[src/rtl/pkg_dtypes.sv]
// Shared datapath types for the dispatch stage.
// Issue-queue entry layout and exec-unit count.
package pkg_dtypes;

  localparam int LOG2_NUM_EXEC_UNITS = 2;
  localparam int NUM_EXEC_UNITS = 2 ** LOG2_NUM_EXEC_UNITS;

  typedef struct packed {
    logic [31:0] instr;
    logic [7:0]  tag;
  } type_iqueue_entry;

endpackage

[src/rtl/eu_credit_counter.sv]
// Free-slot credit counter for one exec-unit issue queue.
// Takes up to a batch of allocations and one return per cycle.
module eu_credit_counter #(
  parameter int EU_CREDITS = 64,
  parameter int CNT_W      = 3,
  parameter int CREDIT_W   = $clog2(EU_CREDITS + 1)
) (
  input  logic                clk,
  input  logic                reset_n,
  input  logic [CNT_W-1:0]    alloc_cnt_i,
  input  logic                return_i,
  output logic [CREDIT_W-1:0] credit_o
);

  localparam int SW = CREDIT_W + 1;
  localparam logic [SW-1:0] FULL = SW'(EU_CREDITS);

  logic [CREDIT_W-1:0] r_credit;
  logic [SW-1:0]       w_sum;

  assign w_sum = SW'(r_credit) + SW'(return_i)
               - SW'(alloc_cnt_i);
  assign credit_o = r_credit;

  // Credit register; a return beyond full saturates.
  always_ff @(posedge clk or negedge reset_n) begin
    if (!reset_n) begin
      r_credit <= CREDIT_W'(EU_CREDITS);
    end else if (w_sum > FULL) begin
      r_credit <= CREDIT_W'(EU_CREDITS);
    end else begin
      r_credit <= w_sum[CREDIT_W-1:0];
    end
  end

`ifndef SYNTHESIS
  // Flag a return that arrives while the queue is already empty.
  always @(posedge clk) begin
    if (reset_n) begin
      assert (!(return_i && alloc_cnt_i == '0 &&
                r_credit == CREDIT_W'(EU_CREDITS)))
        else $warning("eu_credit_counter: return at full count, saturated");
    end
  end
`endif

endmodule

[src/rtl/eu_dispatch_allocator.sv]
// Credit-based round-robin dispatch of a lane batch to exec units.
// Batch is all-or-nothing; dispatch bus is registered, 1-cycle latency.
module eu_dispatch_allocator
  import pkg_dtypes::*;
#(
  parameter int NUM_PARALLEL_INSTR_DISPATCHES = 4,
  parameter int EU_CREDITS = 64
) (
  input  logic clk,
  input  logic reset_n,
  input  type_iqueue_entry [NUM_PARALLEL_INSTR_DISPATCHES-1:0]
                batch_instr_i,
  input  logic [NUM_PARALLEL_INSTR_DISPATCHES-1:0]
                batch_lane_valid_i,
  input  logic batch_valid_i,
  output logic batch_ready_o,
  output type_iqueue_entry [NUM_PARALLEL_INSTR_DISPATCHES-1:0]
                dispatched_instr_o,
  output logic [NUM_PARALLEL_INSTR_DISPATCHES-1:0]
                dispatched_instr_valid_o,
  output logic [NUM_PARALLEL_INSTR_DISPATCHES-1:0][LOG2_NUM_EXEC_UNITS-1:0]
                dispatched_instr_alloc_euidx_o,
  input  logic [NUM_EXEC_UNITS-1:0] credit_return_i,
  output logic [NUM_EXEC_UNITS-1:0][$clog2(EU_CREDITS+1)-1:0]
                eu_credits_o
);

  localparam int N  = NUM_PARALLEL_INSTR_DISPATCHES;
  localparam int E  = NUM_EXEC_UNITS;
  localparam int LW = LOG2_NUM_EXEC_UNITS;
  localparam int CREDIT_W = $clog2(EU_CREDITS + 1);
  localparam int AW = $clog2(N + 1);

  logic [LW-1:0]                r_rr_ptr;
  logic [E-1:0][CREDIT_W-1:0]   w_credits;
  logic [E-1:0][CREDIT_W-1:0]   w_tent;
  logic [E-1:0][AW-1:0]         w_alloc;
  logic [E-1:0][AW-1:0]         w_alloc_fire;
  logic [N-1:0][LW-1:0]         w_euidx;
  logic [LW-1:0]                w_ptr;
  logic [LW-1:0]                w_cand;
  logic [LW-1:0]                w_pick;
  logic                         w_found;
  logic                         w_ok;
  logic                         w_fire;

  // Lane-ordered round-robin search over tentative credits.
  always_comb begin
    w_tent  = w_credits;
    w_ptr   = r_rr_ptr;
    w_ok    = 1'b1;
    w_alloc = '0;
    w_euidx = '0;
    w_cand  = '0;
    w_pick  = '0;
    w_found = 1'b0;
    for (int l = 0; l < N; l++) begin
      if (batch_lane_valid_i[l]) begin
        w_found = 1'b0;
        w_pick  = w_ptr;
        for (int k = 0; k < E; k++) begin
          w_cand = w_ptr + LW'(k);
          if (!w_found && w_tent[w_cand] != '0) begin
            w_found = 1'b1;
            w_pick  = w_cand;
          end
        end
        if (w_found) begin
          w_tent[w_pick]  = w_tent[w_pick] - CREDIT_W'(1);
          w_alloc[w_pick] = w_alloc[w_pick] + AW'(1);
          w_euidx[l]      = w_pick;
          w_ptr           = w_pick + LW'(1);
        end else begin
          w_ok = 1'b0;
        end
      end
    end
  end

  assign batch_ready_o = w_ok;
  assign w_fire = batch_valid_i & w_ok;
  assign eu_credits_o = w_credits;

  for (genvar e = 0; e < E; e++) begin : g_eu
    assign w_alloc_fire[e] = w_fire ? w_alloc[e] : '0;

    eu_credit_counter #(
      .EU_CREDITS (EU_CREDITS),
      .CNT_W      (AW),
      .CREDIT_W   (CREDIT_W)
    ) u_cnt (
      .clk         (clk),
      .reset_n     (reset_n),
      .alloc_cnt_i (w_alloc_fire[e]),
      .return_i    (credit_return_i[e]),
      .credit_o    (w_credits[e])
    );
  end

  // Dispatch bus and round-robin pointer; valid is a one-cycle pulse.
  always_ff @(posedge clk or negedge reset_n) begin
    if (!reset_n) begin
      dispatched_instr_o             <= '0;
      dispatched_instr_valid_o       <= '0;
      dispatched_instr_alloc_euidx_o <= '0;
      r_rr_ptr                       <= '0;
    end else begin
      dispatched_instr_valid_o <= w_fire ? batch_lane_valid_i : '0;
      if (w_fire) begin
        dispatched_instr_o             <= batch_instr_i;
        dispatched_instr_alloc_euidx_o <= w_euidx;
        r_rr_ptr                       <= w_ptr;
      end
    end
  end

`ifndef SYNTHESIS
  int   r_outstanding;
  logic r_ovf_seen;
  int   w_used;
  int   w_delta;
  logic w_ovf;

  // Occupancy implied by credits versus dispatch/return traffic.
  always_comb begin
    w_used  = 0;
    w_delta = 0;
    w_ovf   = 1'b0;
    for (int e = 0; e < E; e++) begin
      w_used  = w_used + EU_CREDITS - int'(w_credits[e]);
      w_delta = w_delta - int'(credit_return_i[e]);
      if (credit_return_i[e] && w_alloc_fire[e] == '0 &&
          w_credits[e] == CREDIT_W'(EU_CREDITS))
        w_ovf = 1'b1;
    end
    for (int l = 0; l < N; l++) begin
      if (w_fire)
        w_delta = w_delta + int'(batch_lane_valid_i[l]);
    end
  end

  // Running count of instructions in flight; overflow breaks it.
  always_ff @(posedge clk or negedge reset_n) begin
    if (!reset_n) begin
      r_outstanding <= 0;
      r_ovf_seen    <= 1'b0;
    end else begin
      r_outstanding <= r_outstanding + w_delta;
      r_ovf_seen    <= r_ovf_seen | w_ovf;
    end
  end

  // Credits consumed must match instructions still in flight.
  always @(posedge clk) begin
    if (reset_n && !r_ovf_seen) begin
      assert (w_used == r_outstanding)
        else $error("eu_dispatch_allocator: credit invariant broken");
    end
  end
`endif

endmodule
[config.mk]
export PLATFORM = sky130hd
export DESIGN_NAME = eu_dispatch_allocator
export DESIGN_NICKNAME = d
export VERILOG_FILES = /design/src/rtl/pkg_dtypes.sv /design/src/rtl/eu_credit_counter.sv /design/src/rtl/eu_dispatch_allocator.sv
export SDC_FILE = /design/constraint.sdc
export NUM_CORES = 1
export LEC_CHECK = 0
export CAP_MARGIN = 10
export CORE_AREA = 10 10 210 212
export DETAILED_ROUTE_END_ITERATION = 10
export DIE_AREA = 0 0 220 222
export PLACE_DENSITY = 0.69
export SLEW_MARGIN = 25
export SYNTH_ARGS = -nofsm -noshare
export SYNTH_HDL_FRONTEND = slang
export SYNTH_SLANG_ARGS = --single-unit
[constraint.sdc]
create_clock -name clk -period 46.6 [get_ports clk]
set_input_delay 11.65 -clock clk [delete_from_list [all_inputs] [get_ports clk]]
set_output_delay 11.65 -clock clk [all_outputs]
set_load 0.01 [all_outputs]
==> run metrics, run 1 <==
Worst-Skew Late Latency 0.54 ns; worst rel slew slack 31.9%; CTS buffer count 25; clock transition at the registers of the reported paths 0.05 ns; proportion of netlist area held by the largest area contributor 36.0%; count leader, synth nand2_1; Worst setup EP type output pin; Setup Skew 0.0149 ns; fin. max-slew vios 0; Vert. Die Dim 222 um; Yosys reg bits 202; CP required 34.95 ns; CTS root buf clkbuf_16; Setup crit start kind input pin; hold buffer count at cts 0; Starting Density 34.8%; Vias per Instance 5.40; crit-path max cell delay 0.80 ns; part of the cycle the worst path needs 74.5%; cell row count 73; most frequent cells after synthesis nand2_1 (588), dfrtp_1 (198), nor2_1 (85); RePlAce Congestion 0.981; Die ar. 48,800 sq um; Port-buffer cells 371; PnR worst setup slack 11.89 ns; largest net degree at the start of global routing 98; Cells after Synth 1,736; # resized after CTS 0; minimum clock period 34.71 ns; largest area contributor in the netlist dfrtp_1; drt total wl 56.9 mm; core box area 39,600 sq um; Area Growth Syn to Fin 36.4%; clock buffer depth 3; DR vias 14,100; Worst Max-Slew Pin Slew 1.02 ns; hold_ws 0.469 ns; min-delay worst type flop to flop; global-route wire length before repair 86.8 mm; synthesized area per cell 7.94 sq um; Final setup viols 0; final hold vios 0; vias in the first global route 14,000; initial antenna violation count 3; layout net count 2,300; Synth Cell Area 13,800 sq um; Die Width 220 um; Routed Antenna Nets 0; max cap viols 0; hpwl dp 44.1 mm; Total Routing Usage GR 22.4%; post-synthesis sequential area ratio 36.7%; Fmax achieved 0.0288 GHz; ys async rst share 100%; grt ovf 0; layout cells sized above 1 5.86%; post-CTS setup buffers 0; Syn Nets 1,972; RSZ-0062 raised after global routing no; CTS tree built; DRC Markers 0; Pre-antenna DRT Iters 6; Post-synth EDFFs 0; CP max stage cell o41ai_1; Iteration-0 DRC Markers 1,337; Clock Sinks 202; Boundary Pins 372; top post-synthesis cells by area dfrtp_1 (36%), nand2_1 (16%), ha_1 (5.5%); dpl ws 12.11 ns; Crit Path Max Fanout 21; main flop type after synthesis dfrtp_1; YS warnings 0; wire per inst 21.8 um; Setup Total Neg Slack 0 ns; Max H-tree Level 1; WS Path Type input pin to output pin; Most common cell on crit path inv_1; arrival time worst endpoint 23.06 ns; status complete, no violations; library cells used by synthesis 100
[sequential cells by signal, summed over array words and instances (netlist names)]
name / count
dispatched_instr_valid_o: 4
dispatched_instr_alloc_euidx_o: 8
r_rr_ptr: 2
dispatched_instr_o: 160
g_eu.u_cnt.credit_o: 28
[worst paths after layout]
kind                       slack, ns                                 to                              start  cells after the start
setup / recovery               11.89                      batch_ready_o              batch_lane_valid_i[0]                     35
hold / removal                  0.47  dispatched_instr_alloc_euidx_o[2]  dispatched_instr_alloc_euidx_o[2]                      2
setup reg to reg               29.07          g_eu[3].u_cnt.credit_o[1]          g_eu[3].u_cnt.credit_o[4]                     55
hold reg to reg                 0.47  dispatched_instr_alloc_euidx_o[2]  dispatched_instr_alloc_euidx_o[2]                      2
max in group asynchronous      34.08        dispatched_instr_valid_o[1]                            reset_n                      2
min in group asynchronous      11.15            dispatched_instr_o[149]                            reset_n                      1
[cell usage in the layout (no fill, tap or decap), types with 6 or more instances in the layout]
cell,netlist,final
mux2i_1,41,41
and2_1,32,31
inv_1,62,62
xor2_1,9,9
nand3_1,44,44
buf_4,3,16
nand4_1,16,16
a21oi_1,76,76
nor3_1,24,24
mux2_2,10,10
ha_1,61,61
a21o_1,23,23
and3_1,36,36
o31ai_1,9,9
nand2_1,588,587
a31oi_1,16,16
nor2_1,85,85
or4_1,6,6
nor4_1,7,7
o21ai_0,62,62
dfrtp_1,198,198
o21a_1,9,9
clkdlybuf4s50_1,0,370
nand2b_1,6,6
a211oi_1,15,15
a211o_1,6,6
a31o_2,7,7
o22ai_1,7,7
o21bai_1,14,14
clkbuf_16,0,25
o211ai_1,16,16
xnor2_1,26,26
o211a_1,7,7
[through the flow]
step | util (%) | instance area (sq um) | instances
4_1_cts | 47.4 | 18800 | 2607
3_3_place_gp | 45.2 | 17900 | 2562
6_report | 47.4 | 18800 | 2609
2_1_floorplan | - | 13800 | 1736
5_1_grt | 47.4 | 18800 | 2609
3_5_place_dp | 45.2 | 17900 | 2562
[layout make-up]
class	count	area (sq um)
fillers	3846	20900
multi-input cells	1382	8130
flip-flops and latches	202	5060
repair buffers	387	3840
clock buffers	32	692
well taps	525	657
inverters	66	250
clock inverters	13	159
diodes	2	5.00
[critical path, delay by kind of cell]
| family | cells | cell delay [ns] |
|---|---|---|
| AOI/OAI and AO/OA | 11 | 4.29 |
| and+or+nand+nor | 10 | 2.87 |
| buffers and inverters | 8 | 2.32 |
| muxes | 3 | 0.96 |
| xor gates and xnor gates | 1 | 0.29 |
| adders and majority gates | 2 | 0.64 |
[cell families (layout without fill, tap and decap cells)]
| kind of cell | after synthesis | in the layout | synth area share (%) |
|---|---|---|---|
| DFF | 202 | 202 | 36.7 |
| AOI/OAI and AO/OA | 344 | 344 | 17.9 |
| buffers and inverters | 152 | 498 | 4.48 |
| adders and majority gates | 65 | 65 | 6.12 |
| and+or+nand+nor | 881 | 881 | 28.1 |
| xor gates and xnor gates | 35 | 35 | 2.23 |
| other | 0 | 2 | 0 |
| muxes | 57 | 57 | 4.48 |
[routing by layer]
metal	global-route usage, %	vias to the layer above	routed length (um)
met1	29.3	6777	24100
met5	0	-	13
met2	36.4	546	27000
met3	4.49	108	4280
li1	-	6659	-
met4	6.10	2	1500
Power of run 1 is not shown: default switching activity piles up to over one toggle a cycle in this logic, so the estimate is an artifact.
==> run 2: changes to the inputs <==
clock period = 34.3 ns   (was 46.6 ns; I/O delays follow)
==> run 2 against run 1 <==
  * Wire length down 0.86%
  * Flip-flop and latch count unchanged
  * Critical path depth unchanged
  * Non-clock buffer count down 1
  * Clock skew up 0.0021 ns
  * Worst hold slack better by 0.00062 ns
  * Cell count down 0.15%
  * First-iteration DRC count up 6.5%
  * Register-to-register slack worse by 12 ns
  * Die area unchanged
  * Clock-buffer cell count unchanged
  * Critical endpoint unchanged
==> run metrics, run 2 (synthesis gave the netlist of run 1 again) <==
Crit Path Max Fanout 21 (unchanged); FF+latch area 5060 sq um (unchanged); Worst setup EP type output pin; global-route wire length before repair 85.6 mm (-1.4%); drt total wl 56.4 mm (-0.86%); DR vias 14,000 (-0.78%); min-delay worst type flop to flop; Setup Skew 0.0170 ns (+0.00207 ns); layout net count 2,299 (-0.043%); Biggest register dispatched_instr_o; cell row count 73 (unchanged); Port-buffer cells 371 (unchanged); DRC Markers 0 (unchanged); met3 Use GR 4.27% (-0.22 points); status complete, no violations; RSZ-0062 raised after global routing no; CP max stage cell o41ai_1; area of the multi-input gates 8120 sq um (about the same); Worst-Skew Late Latency 0.54 ns (about the same); met2 Use GR 36.3% (-0.17 points); # resized after CTS 0 (unchanged); layout cells sized above 1 5.58% (-0.28 points); Pre-antenna DRT Iters 6 (unchanged); CTS tree built; Routed Antenna Nets 0 (unchanged); WS Path Type input pin to output pin; arrival time worst endpoint 19.85 ns (-3.21 ns); Area Growth Syn to Fin 36.2%; clock transition at the registers of the reported paths 0.05 ns (about the same); hold buffer count at cts 0 (unchanged); vias in the first global route 13,700 (-2.2%); Max H-tree Level 1 (unchanged); Fmax achieved 0.0352 GHz; commonest cells after routing, fill and taps aside nand2_1 (587), clkdlybuf4s50_1 (370), dfrtp_1 (198), nor2_1 (85), a21oi_1 (76); Vert. Die Dim 222 um (unchanged); Final Util 47.3% (-0.050 points); CTS buffer count 25 (unchanged); RePlAce Congestion 0.987 (+0.56%); Setup crit start kind input pin; M1 GR Usage 29.1% (-0.22 points); fillcell total 3,874 (+0.73%); final hold vios 0 (unchanged); Boundary Pins 372 (unchanged); minimum clock period 28.42 ns; clock buffer depth 3 (unchanged); largest net degree at the start of global routing 95 (-3.1%); wire per inst 21.7 um (-0.71%); Clock Sinks 202 (unchanged); max cap viols 0 (unchanged); Worst Max-Slew Pin Slew 1.01 ns (-0.00905 ns); worst rel slew slack 32.5% (+0.60 points); GR peak layer met2; Final setup viols 0 (unchanged); CTS root buf clkbuf_16; Iteration-0 DRC Markers 1,424 (+6.5%); Most common cell on crit path inv_1; Starting Density 34.8% (unchanged); Die Width 220 um (unchanged); Total Routing Usage GR 22.1% (-0.21 points); most common cell after layout, fill and taps aside nand2_1; post-CTS setup buffers 0 (unchanged); grt ovf 0 (unchanged); crit-path max cell delay 0.76 ns (-0.04 ns); Setup Total Neg Slack 0 ns (unchanged); CP required 25.72 ns (-9.23 ns); hold_ws 0.469 ns (+0.000618 ns); Die ar. 48,800 sq um (unchanged); fin. max-slew vios 0 (unchanged); part of the cycle the worst path needs 82.9%; initial antenna violation count 3 (unchanged); Vias per Instance 5.37 (-0.63%); core box area 39,600 sq um (unchanged); Largest register FFs 160 (unchanged); hpwl dp 43.7 mm (-0.99%)
[run 2: cell types whose count changed in the layout (fill, tap and decap cells not counted), sizes merged]
cell and change:
buf -1, clkinv -3, clkinvlp -1, bufinv +1
[run 2: critical path: cells and delay by family]
kind	cells	cell delay (ns)
adder cells (fa/ha/maj)	2	0.64
multiplexers	3	0.94
buffers and inverters	8	2.33
AO/OA/AOI/OAI	11	4.26
XOR/XNOR	1	0.27
AND/OR/NAND/NOR	10	2.79
[run 2: worst paths after layout]
kind,from,endpoint,slack [ns],cells past startpoint
min reg2reg,dispatched_instr_alloc_euidx_o[2],dispatched_instr_alloc_euidx_o[2],0.47,2
max reg2reg,g_eu[3].u_cnt.credit_o[5],g_eu[3].u_cnt.credit_o[5],16.66,55
max,batch_lane_valid_i[0],batch_ready_o,5.88,35
max in group asynchronous,reset_n,dispatched_instr_o[25],24.07,3
min,dispatched_instr_alloc_euidx_o[2],dispatched_instr_alloc_euidx_o[2],0.47,2
min in group asynchronous,reset_n,dispatched_instr_o[149],8.04,1
[run 2: area by class of cell]
class / instances / area share [%]
multi-input cells: 1382 / 43.3
diodes: 2 / 0.0267
flip-flops and latches: 202 / 27.0
repair buffers: 386 / 20.4
clock inverters: 10 / 0.873
clock buffers: 32 / 3.63
inverters: 66 / 1.33
well taps: 525 / 3.50
[run 2: layer usage]
metal,vias up,routed length [um]
li1,6666,-
met1,6708,23800
met2,511,27000
met3,95,4220
met4,2,1380
met5,-,11
[run 2: per-stage QoR]
stage	worst slack, ns	instances	instance area (sq um)
after floorplan	9.42	1736	13800
after global placement	6.32	2561	17900
after detailed placement	6.07	2561	17900
after CTS	6.05	2603	18800
after global routing	4.93	2605	18800
final	5.88	2605	18800
Power of run 2 is left out for the same reason.
==> run 3: changes to the inputs <==
clock period = 26.9 ns   (was 34.3 ns; I/O delays follow)
==> run 3 against run 2 <==
  * Setup slack got worse by 3.9 ns
  * Highest routed layer unchanged
  * Largest cell class unchanged
  * Clock skew down 0.0018 ns
  * Non-clock buffer count increased by 2
  * Critical path depth unchanged
  * Die area did not move
  * Critical path type unchanged
  * Cell count is 0.31% higher
==> run metrics, run 3 (synthesis gave the netlist of run 1 again) <==
status complete, no violations; crit path capture batch_ready_o; post-CTS setup buffers 0 (unchanged); hold buffer count at cts 0 (unchanged); DR vias 14,000 (+0.38%); grt ovf 0 (unchanged); vias in the first global route 13,800 (+0.78%); arrival time worst endpoint 18.15 ns (-1.70 ns); Worst R2R End g_eu[3].u_cnt.credit_o[4]; Vias per Instance 5.37 (about the same); CTS tree built; Worst setup EP type output pin; core box area 39,600 sq um (unchanged); largest net degree at the start of global routing 91 (-4.2%); CP max stage cell a22oi_2; Worst-Skew Late Latency 0.55 ns (about the same); most common cell after layout, fill and taps aside nand2_1; Setup crit start kind input pin; # resized after CTS 0 (unchanged); clock buffer depth 3 (unchanged); Pre-antenna DRT Iters 6 (unchanged); Clock Sinks 202 (unchanged); minimum clock period 24.87 ns; min-delay worst type flop to flop; part of the cycle the worst path needs 92.5%; Setup Skew 0.0151 ns (-0.00185 ns); Largest register FFs 160 (unchanged); Fmax achieved 0.0402 GHz; RSZ-0062 raised after global routing no; crit-path max cell delay 0.67 ns (-0.09 ns); Worst Max-Slew Pin Slew 0.986 ns (-0.0267 ns); global-route wire length before repair 85.8 mm (+0.26%); reg2reg setup slack 9.30 ns (-7.36 ns); Critical path origin batch_lane_valid_i[0]; cell row count 73 (unchanged); Vert. Die Dim 222 um (unchanged); Total Routing Usage GR 22.2% (+0.044 points); final hold vios 0 (unchanged); RePlAce Congestion 0.978 (-0.85%); layout cells sized above 1 6.00% (+0.41 points); Max H-tree Level 1 (unchanged); Die ar. 48,800 sq um (unchanged); Setup Total Neg Slack 0 ns (unchanged); initial antenna violation count 4 (+1); wire per inst 21.7 um (+0.36%); max cap viols 0 (unchanged); Iteration-0 DRC Markers 1,417 (-0.49%); layout net count 2,302 (+0.13%); Area Growth Syn to Fin 37.3%; WS Path Type input pin to output pin; drt total wl 56.8 mm (+0.66%); clock transition at the registers of the reported paths 0.06 ns (about the same); CTS buffer count 26 (+4.0%); Crit Path Max Fanout 21 (unchanged); Port-buffer cells 371 (unchanged); CTS root buf clkbuf_16; R2R depth 52 (-5.5%); Boundary Pins 372 (unchanged); Routed Antenna Nets 0 (unchanged); fin. max-slew vios 0 (unchanged); DRC Markers 0 (unchanged); Biggest register dispatched_instr_o; commonest cells after routing, fill and taps aside nand2_1 (587), clkdlybuf4s50_1 (370), dfrtp_1 (198), nor2_1 (85), a21oi_1 (76); Final setup viols 0 (unchanged); Starting Density 34.8% (unchanged); worst r2r src g_eu[3].u_cnt.credit_o[5]; Most common cell on crit path inv_1; worst rel slew slack 34.3% (+1.8 points); hpwl dp 43.8 mm (+0.26%); CP required 20.17 ns (-5.55 ns); Die Width 220 um (unchanged)
==> run 3: worst max-delay path, delay by kind of cell <==
kind / cells / cell delay (ns)
AOI/OAI and AO/OA: 11 / 4.15
xor gates and xnor gates: 1 / 0.59
adders and majority gates: 2 / 0.64
buffers and inverters: 8 / 2.33
muxes: 3 / 0.97
and+or+nand+nor: 10 / 2.70
==> run 3: how the worst min path moves through the flow <==
stage	start	endpoint	slack [ns]	cells after the start
global placement	dispatched_instr_alloc_euidx_o[7]	dispatched_instr_alloc_euidx_o[7]	0.45	2
floorplan	dispatched_instr_alloc_euidx_o[2]	dispatched_instr_alloc_euidx_o[2]	0.51	2
global route	dispatched_instr_o[100]	dispatched_instr_o[100]	0.49	2
detailed placement	dispatched_instr_o[96]	dispatched_instr_o[96]	0.46	2
CTS	dispatched_instr_o[130]	dispatched_instr_o[130]	0.48	2
finish	dispatched_instr_o[68]	dispatched_instr_o[68]	0.47	2
==> run 3: cell type report <==
cell class / count / area [sq um]
fill: 3802 / 20700
multi-input combinational: 1382 / 8120
sequential: 202 / 5060
timing repair buffer: 388 / 3850
clock buffer: 34 / 741
tap: 525 / 657
inverter: 66 / 250
clock inverter: 13 / 235
antenna: 3 / 7.51
==> run 3: through the flow <==
| step | hold WS, ns | worst slack (ns) | utilization, % | cells | cell area [sq um] |
|---|---|---|---|---|---|
| floorplan | 0.507 | 5.72 | - | 1736 | 13800 |
| global placement | 0.454 | 2.59 | 45.2 | 2563 | 17900 |
| detailed placement | 0.461 | 2.23 | 45.2 | 2563 | 17900 |
| CTS | 0.476 | 2.22 | 47.7 | 2610 | 18900 |
| global route | 0.492 | 1.22 | 47.7 | 2613 | 18900 |
| finish | 0.471 | 2.03 | 47.7 | 2613 | 18900 |
==> run 3: metal layers <==
layer  part of all wire [%]  track usage [%]  routed length, um  up-vias
li1                       -                -                  -     6668
met1                     42             29.4              24000     6674
met2                     47             36.1              26900      595
met3                    7.5             3.63               4230       96
met4                    3.0             6.83               1710        2
met5                  0.023                0                 13        -
Power of run 3 is left out for the same reason.
